File: config.mk
export PLATFORM = sky130hd
export DESIGN_NAME = ps2_transmisor
export DESIGN_NICKNAME = d
export VERILOG_FILES = /design/src/rtl/ps2_transmisor.sv
export SDC_FILE = /design/constraint.sdc
export NUM_CORES = 1
export LEC_CHECK = 0
export CORE_MARGIN = 3
export CORE_UTILIZATION = 63
export CTS_CLUSTER_DIAMETER = 150
export DETAILED_ROUTE_END_ITERATION = 8
export DONT_BUFFER_PORTS = 1
export GPL_TIMING_DRIVEN = 1
export PLACE_DENSITY = 0.79
export RECOVER_POWER = 100
export SETUP_SLACK_MARGIN = 0.15
export SLEW_MARGIN = 20
export SYNTH_ARGS = -nofsm -noshare
export SYNTH_HDL_FRONTEND = slang
export SYNTH_SLANG_ARGS = --single-unit
File: constraint.sdc
create_clock -name reloj -period 2.3 [get_ports reloj]
set_input_delay 0.115 -clock reloj [delete_from_list [all_inputs] [get_ports reloj]]
set_output_delay 0.115 -clock reloj [all_outputs]
set_load 0.01 [all_outputs]
File: src/rtl/ps2_transmisor.sv
`default_nettype none
// ============================================================================
// Module   : ps2_transmisor
// Purpose  : Host-to-device PS/2 command transmitter (RTS, 9 bits, stop, ACK)
// Revision : 1.0 - initial release
// ============================================================================
module ps2_transmisor #(
    parameter int INHIBIT_CYCLES = 10000,
    parameter int TIMEOUT_CYCLES = 2000000,
    parameter int FILTER_LEN     = 8
) (
    input  logic       reloj,
    input  logic       reset,
    input  logic       wr_ps2,
    input  logic [7:0] din,
    input  logic       ps2c_in,
    input  logic       ps2d_in,
    output logic       ps2c_oe,
    output logic       ps2d_oe,
    output logic       tx_busy,
    output logic       tx_done_tick,
    output logic       tx_err_tick
);

    localparam int MAX_CNT = (TIMEOUT_CYCLES > INHIBIT_CYCLES) ? TIMEOUT_CYCLES : INHIBIT_CYCLES;
    localparam int CNT_W   = $clog2(MAX_CNT + 1);
    localparam int FLT_W   = $clog2(FILTER_LEN + 1);

    localparam logic [CNT_W-1:0] C_INHIBIT_LOAD = CNT_W'(INHIBIT_CYCLES - 1);
    localparam logic [CNT_W-1:0] C_TIMEOUT_LOAD = CNT_W'(TIMEOUT_CYCLES - 1);
    localparam logic [FLT_W-1:0] C_FILT_LAST    = FLT_W'(FILTER_LEN - 1);

    typedef enum logic [2:0] {
        S_IDLE,
        S_RTS_CLK,
        S_RTS_DAT,
        S_START,
        S_DATA,
        S_STOP,
        S_ACK,
        S_WAIT_IDLE
    } state_t;

    // Line conditioning: index 0 = clock line, index 1 = data line
    logic [1:0]       w_raw;
    logic [1:0]       sync1_q, sync2_q;
    logic [1:0]       filt_q, filt_d;
    logic [FLT_W-1:0] fcnt_q [2];
    logic [FLT_W-1:0] fcnt_d [2];
    logic             fall_tick_q, fall_tick_d;

    assign w_raw = {ps2d_in, ps2c_in};

    always_comb begin
        for (int i = 0; i < 2; i++) begin
            filt_d[i] = filt_q[i];
            fcnt_d[i] = '0;
            if (sync2_q[i] != filt_q[i]) begin
                if (fcnt_q[i] == C_FILT_LAST) begin
                    filt_d[i] = sync2_q[i];
                end else begin
                    fcnt_d[i] = fcnt_q[i] + 1'b1;
                end
            end
        end
        fall_tick_d = filt_q[0] & ~filt_d[0];
    end

    always_ff @(posedge reloj or negedge reset) begin
        if (!reset) begin
            sync1_q     <= 2'b11;
            sync2_q     <= 2'b11;
            filt_q      <= 2'b11;
            fcnt_q[0]   <= '0;
            fcnt_q[1]   <= '0;
            fall_tick_q <= 1'b0;
        end else begin
            sync1_q     <= w_raw;
            sync2_q     <= sync1_q;
            filt_q      <= filt_d;
            fcnt_q[0]   <= fcnt_d[0];
            fcnt_q[1]   <= fcnt_d[1];
            fall_tick_q <= fall_tick_d;
        end
    end

    // Transmit control
    state_t           state_q, state_d;
    logic [8:0]       sh_q, sh_d;
    logic [3:0]       n_q, n_d;
    logic [CNT_W-1:0] cnt_q, cnt_d;
    logic             d_oe_q, d_oe_d;
    logic             ack_q, ack_d;
    logic             done_q, done_d;
    logic             err_q, err_d;

    always_ff @(posedge reloj or negedge reset) begin
        if (!reset) begin
            state_q <= S_IDLE;
            sh_q    <= '0;
            n_q     <= '0;
            cnt_q   <= '0;
            d_oe_q  <= 1'b0;
            ack_q   <= 1'b0;
            done_q  <= 1'b0;
            err_q   <= 1'b0;
        end else begin
            state_q <= state_d;
            sh_q    <= sh_d;
            n_q     <= n_d;
            cnt_q   <= cnt_d;
            d_oe_q  <= d_oe_d;
            ack_q   <= ack_d;
            done_q  <= done_d;
            err_q   <= err_d;
        end
    end

    always_comb begin
        state_d = state_q;
        sh_d    = sh_q;
        n_d     = n_q;
        cnt_d   = cnt_q;
        d_oe_d  = d_oe_q;
        ack_d   = ack_q;
        done_d  = 1'b0;
        err_d   = 1'b0;

        case (state_q)
            S_IDLE: begin
                d_oe_d = 1'b0;
                if (wr_ps2) begin
                    sh_d    = {~^din, din};
                    n_d     = '0;
                    cnt_d   = C_INHIBIT_LOAD;
                    state_d = S_RTS_CLK;
                end
            end
            S_RTS_CLK: begin
                if (cnt_q == '0) begin
                    state_d = S_RTS_DAT;
                end else begin
                    cnt_d = cnt_q - 1'b1;
                end
            end
            S_RTS_DAT: begin
                d_oe_d  = 1'b1;
                ack_d   = 1'b0;
                cnt_d   = C_TIMEOUT_LOAD;
                state_d = S_START;
            end
            default: begin
                // Expiry is checked first so it overrides a coincident ACK edge
                if (cnt_q == '0) begin
                    d_oe_d  = 1'b0;
                    err_d   = 1'b1;
                    state_d = S_IDLE;
                end else begin
                    cnt_d = cnt_q - 1'b1;
                    case (state_q)
                        S_START, S_DATA: begin
                            if (fall_tick_q) begin
                                d_oe_d  = ~sh_q[0];
                                sh_d    = {1'b0, sh_q[8:1]};
                                n_d     = n_q + 1'b1;
                                state_d = (n_q == 4'd8) ? S_STOP : S_DATA;
                            end
                        end
                        S_STOP: begin
                            if (fall_tick_q) begin
                                d_oe_d  = 1'b0;
                                state_d = S_ACK;
                            end
                        end
                        S_ACK: begin
                            if (fall_tick_q) begin
                                ack_d   = ~filt_q[1];
                                state_d = S_WAIT_IDLE;
                            end
                        end
                        default: begin
                            if (filt_q == 2'b11) begin
                                done_d  = ack_q;
                                err_d   = ~ack_q;
                                state_d = S_IDLE;
                            end
                        end
                    endcase
                end
            end
        endcase
    end

    // The start bit is asserted directly from RTS_DAT so data is low before the clock is released
    assign ps2c_oe      = (state_q == S_RTS_CLK) || (state_q == S_RTS_DAT);
    assign ps2d_oe      = d_oe_q || (state_q == S_RTS_DAT);
    assign tx_busy      = (state_q != S_IDLE);
    assign tx_done_tick = done_q;
    assign tx_err_tick  = err_q;

endmodule
`default_nettype wire

After elaboration in Yosys (flattened, before gate mapping)
Index checks and enable logic that the tools add are counted.
Word-level totals
  register bits: 56
  output and inout port bits: 5
  word-level logic and storage cells: 116
Cells by class
  add/subtract/negate cells: 4
  eq/ne operators: 20
  mux-type cells: 46
  bitwise operators: 8
  reduce and logical (&&, ||, !) cells: 23
Operators by type and width (count)
  21-bit 2-to-1 mux: 2
  21-bit case mux with 2 select lines: 1
  9-bit 2-to-1 mux: 4
  4-bit 2-to-1 mux: 8
  21-bit zero test: 1
  3-bit 2-to-1 mux: 7
  21-bit by 1-bit subtractor with 21-bit output (second input constant): 1
  3-bit case mux with 3 select lines: 2
  9-bit case mux with 2 select lines: 1
  1-bit 2-to-1 mux: 17
  5-bit by 4-bit inequality test with 1-bit output (second input constant): 3
  4-bit by 1-bit adder with 4-bit output (second input constant): 3
  3-bit == test (second input constant): 3
  4-bit by 3-bit == test with 1-bit output (second input constant): 2
  4-bit case mux with 2 select lines: 1
  4-bit AND reduction: 2
  2-bit nonzero test: 4
  8-bit XNOR reduction: 1
  1-bit inverter: 7
  7-bit nonzero test: 1
  3-bit by 2-bit == test with 1-bit output (second input constant): 2
  6-bit AND reduction: 1
  2-bit OR reduction: 3
  5-bit AND reduction: 1
  other kinds (17): 23

Logic depth before layout (Yosys ltp)
  depth in word-level cells: 6
  mapped depth: 10
  depth with buffers taken out: 7

Worst setup path after synthesis
No wires, ideal clock.
  path kind: flip-flop to flip-flop
  start: register cnt_q[0]
  end: register cnt_q[12]
  setup time: 0.077 ns
  arrival time: 2.000 ns
  data required time: 2.223 ns
  setup slack: 0.223 ns
  stages on the path, launching flop included: 10
  cell sequence: dfrtp_1 > inv_1 > ha_1 > nor4b_2 > and4_4 > buf_6 > a31o_4 > buf_6 > or4_1 > a21oi_1
On the way
  longest elaborated chain between the ends: 3
  elaborated cells on any way between the ends: 6
  those cells by class: add/sub: 1; eq/ne: 1; mux: 2; reduce/logical: 2
RTL lines
  start, declared: RTL line 91  | logic [CNT_W-1:0] cnt_q, cnt_d;
  start signal, assigned: RTL line 111  | cnt_q <= cnt_d;
  21-bit by 1-bit subtractor with 21-bit output or 21-bit zero test (tied branches)
  21-bit 2-to-1 mux or 3-bit by 1-bit inequality test with 1-bit output (tied branches)
  21-bit case mux with 2 select lines or 2-bit AND reduction (tied branches)
Several ways; a longest one is shown, not always the timed one. The select of a mux whose other input is x is not followed.
A chain may end at the register's enable or synchronous reset.

Worst setup path in the final report
  start: register cnt_q[16]
  end: register cnt_q[2]
On the way
  longest elaborated chain between the ends: 3
RTL lines (RTL line)
  21-bit zero test: 140, 154
  3-bit by 1-bit inequality test with 1-bit output (no line)
  2-bit AND reduction (no line)
No other way between the ends.

==> results.toml <==
[critical_path]
crit_required_ns = 2.47
crit_slowest_cell = "or4_1"
end_kind = "flip-flop"
startpoint_type = "flip-flop"
path_cells = "or4_1 -> nor2_1 -> a21oi_1 -> a211oi_1 -> a31oi_1"
path_max_fanout = 7
max_stage_delay_ns = 0.56
worstPathArrival_ns = 2.25
path_class = "reg2reg"

[yosys]
ys_warn_count = 0
syn_avg_cell_area_um2 = 9.803
async_flop_share_pct = 100.0
synth.top_cells.by_count = "dfrtp_1, a21oi_1, o21ai_0"
ys_ff_latch = 56
synth_cells = 309
synth_edf_count = 0
seq_area_frac_synth_pct = 46.51
netlist_top_cells_area = "dfrtp_1, dfstp_2, a21oi_1, o21ai_0, xnor2_1"
yosysMostFrequentCell = "dfrtp_1"
synthFlopType = "dfrtp_1"
synth.distinct_cells = 60
yosysTopAreaCellShare_pct = 41.31
yosysTopAreaCell = "dfrtp_1"
syn-num-nets = 327
netlist_area_um2 = 3029

[min_path]
min_path_type = "in2reg"

[run_status]
outcome = "finished clean"

[global_route]
grt_max_degree = 57
grt_overflow = 0
grt_pass1_vias = 2268
antenna_found_initial = 0
grt_pass1_wl_um = 10450
track_usage_pct = 23.73

[die]
die_width_um = 75.34
fp.dieH_um = 75.34
die_area_um2 = 5676
ios = 18
coreArea_um2 = 4504
num_rows = 24
start_util_pct = 67.25

[clock_network]
clk_pin_slew_ns = 0.10
clock-sinks = 56
cts_buffer_depth = 2
clkLatencyLatePin_ns = 0.30
numCtsBuffers = 5
root_buffer = "clkbuf_8"
cts_tree = "built"
cts-htree-levels = 2

[route]
drt_pass1_iterations = 4
final_antenna_net_count = 0
drtIter0Drc = 122
vias = 2316
routedWlPerCell_um = 16.44
routed_via_density = 6.345
drt_wl_total_um = 6002
post-route-drc-count = 0

[pwr]
p_leak_nw = 1.301
ir_worst_vdd_mv = 0.6379
powerDensity_nw_per_um2 = 655.2

[job]
max_cap_viol_count = 0

[sta]
skew_ns = 0.004119
fmax_mhz = 480.9
worstMarginPinSlew_ns = 1.315
rsz0062_at_grt = "yes"
period_share_pct = 90.41
finalHoldViolations = 0
setup_slack_ns = 0.2206
period_minus_slack_ns = 2.079
tns_ns = 0
setup_viol = 0
slew-limit-headroom_pct = 12.32
slew_viol_final = 0

[layout]
drive_gt1_share_pct = 11.82
fill_cells = 349
nets = 330
antenna_cells = 0
design_area_um2 = 3229
area_growth_pct = 6.609

[place]
preCtsSetupSlack_ns = 0.05934
placed_area_um2 = 3062
port_buffers = 0
place_hpwl_um = 4159
place.gp.congestion = 0.8366
[layout by cell type, fill, tap and decap left out, types with 8 or more instances in the layout]
cell	Yosys	routed
nor2_1	17	18
nand2b_1	8	8
xnor2_1	10	10
nand3_1	16	16
mux2i_1	8	8
o21ai_0	18	20
o211ai_1	11	11
dfrtp_1	50	50
nand2_1	16	15
a21oi_1	24	24
[per-stage QoR]
step                      util [%]  std cells  total power, mW  hold WS, ns
after CTS                    71.72        365            2.127     0.001324
after global routing         71.69        365            2.248      0.01811
final                        71.69        365            2.116     0.008920
after global placement       67.97        351            1.539      -0.1793
after floorplan                  -        309            1.487      -0.1806
after detailed placement     67.97        351            1.554      -0.1791
[power by group]
group | total (mW) | leakage [nW] | internal, mW | switching (mW)
registers | 1.25 | 0.659 | 1.12 | 0.136
clock network | 0.548 | 0.0445 | 0.245 | 0.303
logic | 0.317 | 0.598 | 0.171 | 0.146
total | 2.12 | 1.30 | 1.53 | 0.584
[critical path, delay by kind of cell, from the launching register on]
kind	cells	cell delay [ns]
flip-flops	1	0.44
AND/OR/NAND/NOR	2	0.89
AO/OA/AOI/OAI	3	0.62
[area by class of cell]
class | count | area (um^2) | share of cell area, %
inverter | 7 | 26.28 | 0.8136
tap | 52 | 65.06 | 2.015
clock buffer | 7 | 86.33 | 2.673
multi-input combinational | 227 | 1525 | 47.23
clock inverter | 1 | 7.507 | 0.2325
sequential | 56 | 1409 | 43.63
timing repair buffer | 15 | 110.1 | 3.410
[logic make-up (layout without fill, tap and decap cells)]
family / Yosys count / count (layout) / share of synthesized area, %
muxes: 11 / 11 / 3.759
xor gates and xnor gates: 13 / 13 / 3.759
DFF: 56 / 56 / 46.51
adders and majority gates: 5 / 5 / 2.065
AOI/OAI and AO/OA: 88 / 88 / 19.13
buffers and inverters: 26 / 30 / 4.171
and+or+nand+nor: 110 / 110 / 20.61
[timing repair]
| item | 4_1_cts | 5_1_grt |
|---|---|---|
| hold buffers | 5 | 0 |
| setup endpoints to repair | 18 | 37 |
| buffers inserted | 1 | 0 |
| gates resized for setup | 0 | 13 |
| hold endpoints to repair | 60 | 0 |
| pin swaps | 1 | 6 |
[metal layers]
layer  track usage, %  vias up  wire length, um
met2            37.10       47             2859
met5                0        -                0
met4            6.602        0               84
met3            4.354        8              252
li1                 -     1149                -
met1            34.29     1112             2806
[final timing paths]
path / end / depth (start not counted) / slack [ns] / start
max in group asynchronous: n_q[3]$_DFFE_PN0P_ / 2 / 0.87 / reset
worst max-delay path: cnt_q[2]$_DFFE_PN0P_ / 5 / 0.22 / cnt_q[16]$_DFFE_PN0P_
worst max register to register: cnt_q[2]$_DFFE_PN0P_ / 5 / 0.22 / cnt_q[16]$_DFFE_PN0P_
worst min register to register: sync2_q[1]$_DFF_PN1_ / 0 / 0.36 / sync1_q[1]$_DFF_PN1_
min in group asynchronous: fcnt_q[3]$_DFF_PN0_ / 2 / 0.65 / reset
worst min-delay path: sh_q[5]$_DFFE_PN0P_ / 2 / 0.009 / din[5]
[registers in the layout, summed over array words and instances, names as in the netlist, 2 cells and up]
signal,cells
cnt_q,21
sh_q,9
fcnt_q,8
n_q,4
state_q,3
filt_q,2
sync1_q,2
sync2_q,2
Note: power is estimated with default switching activity, not from simulation.
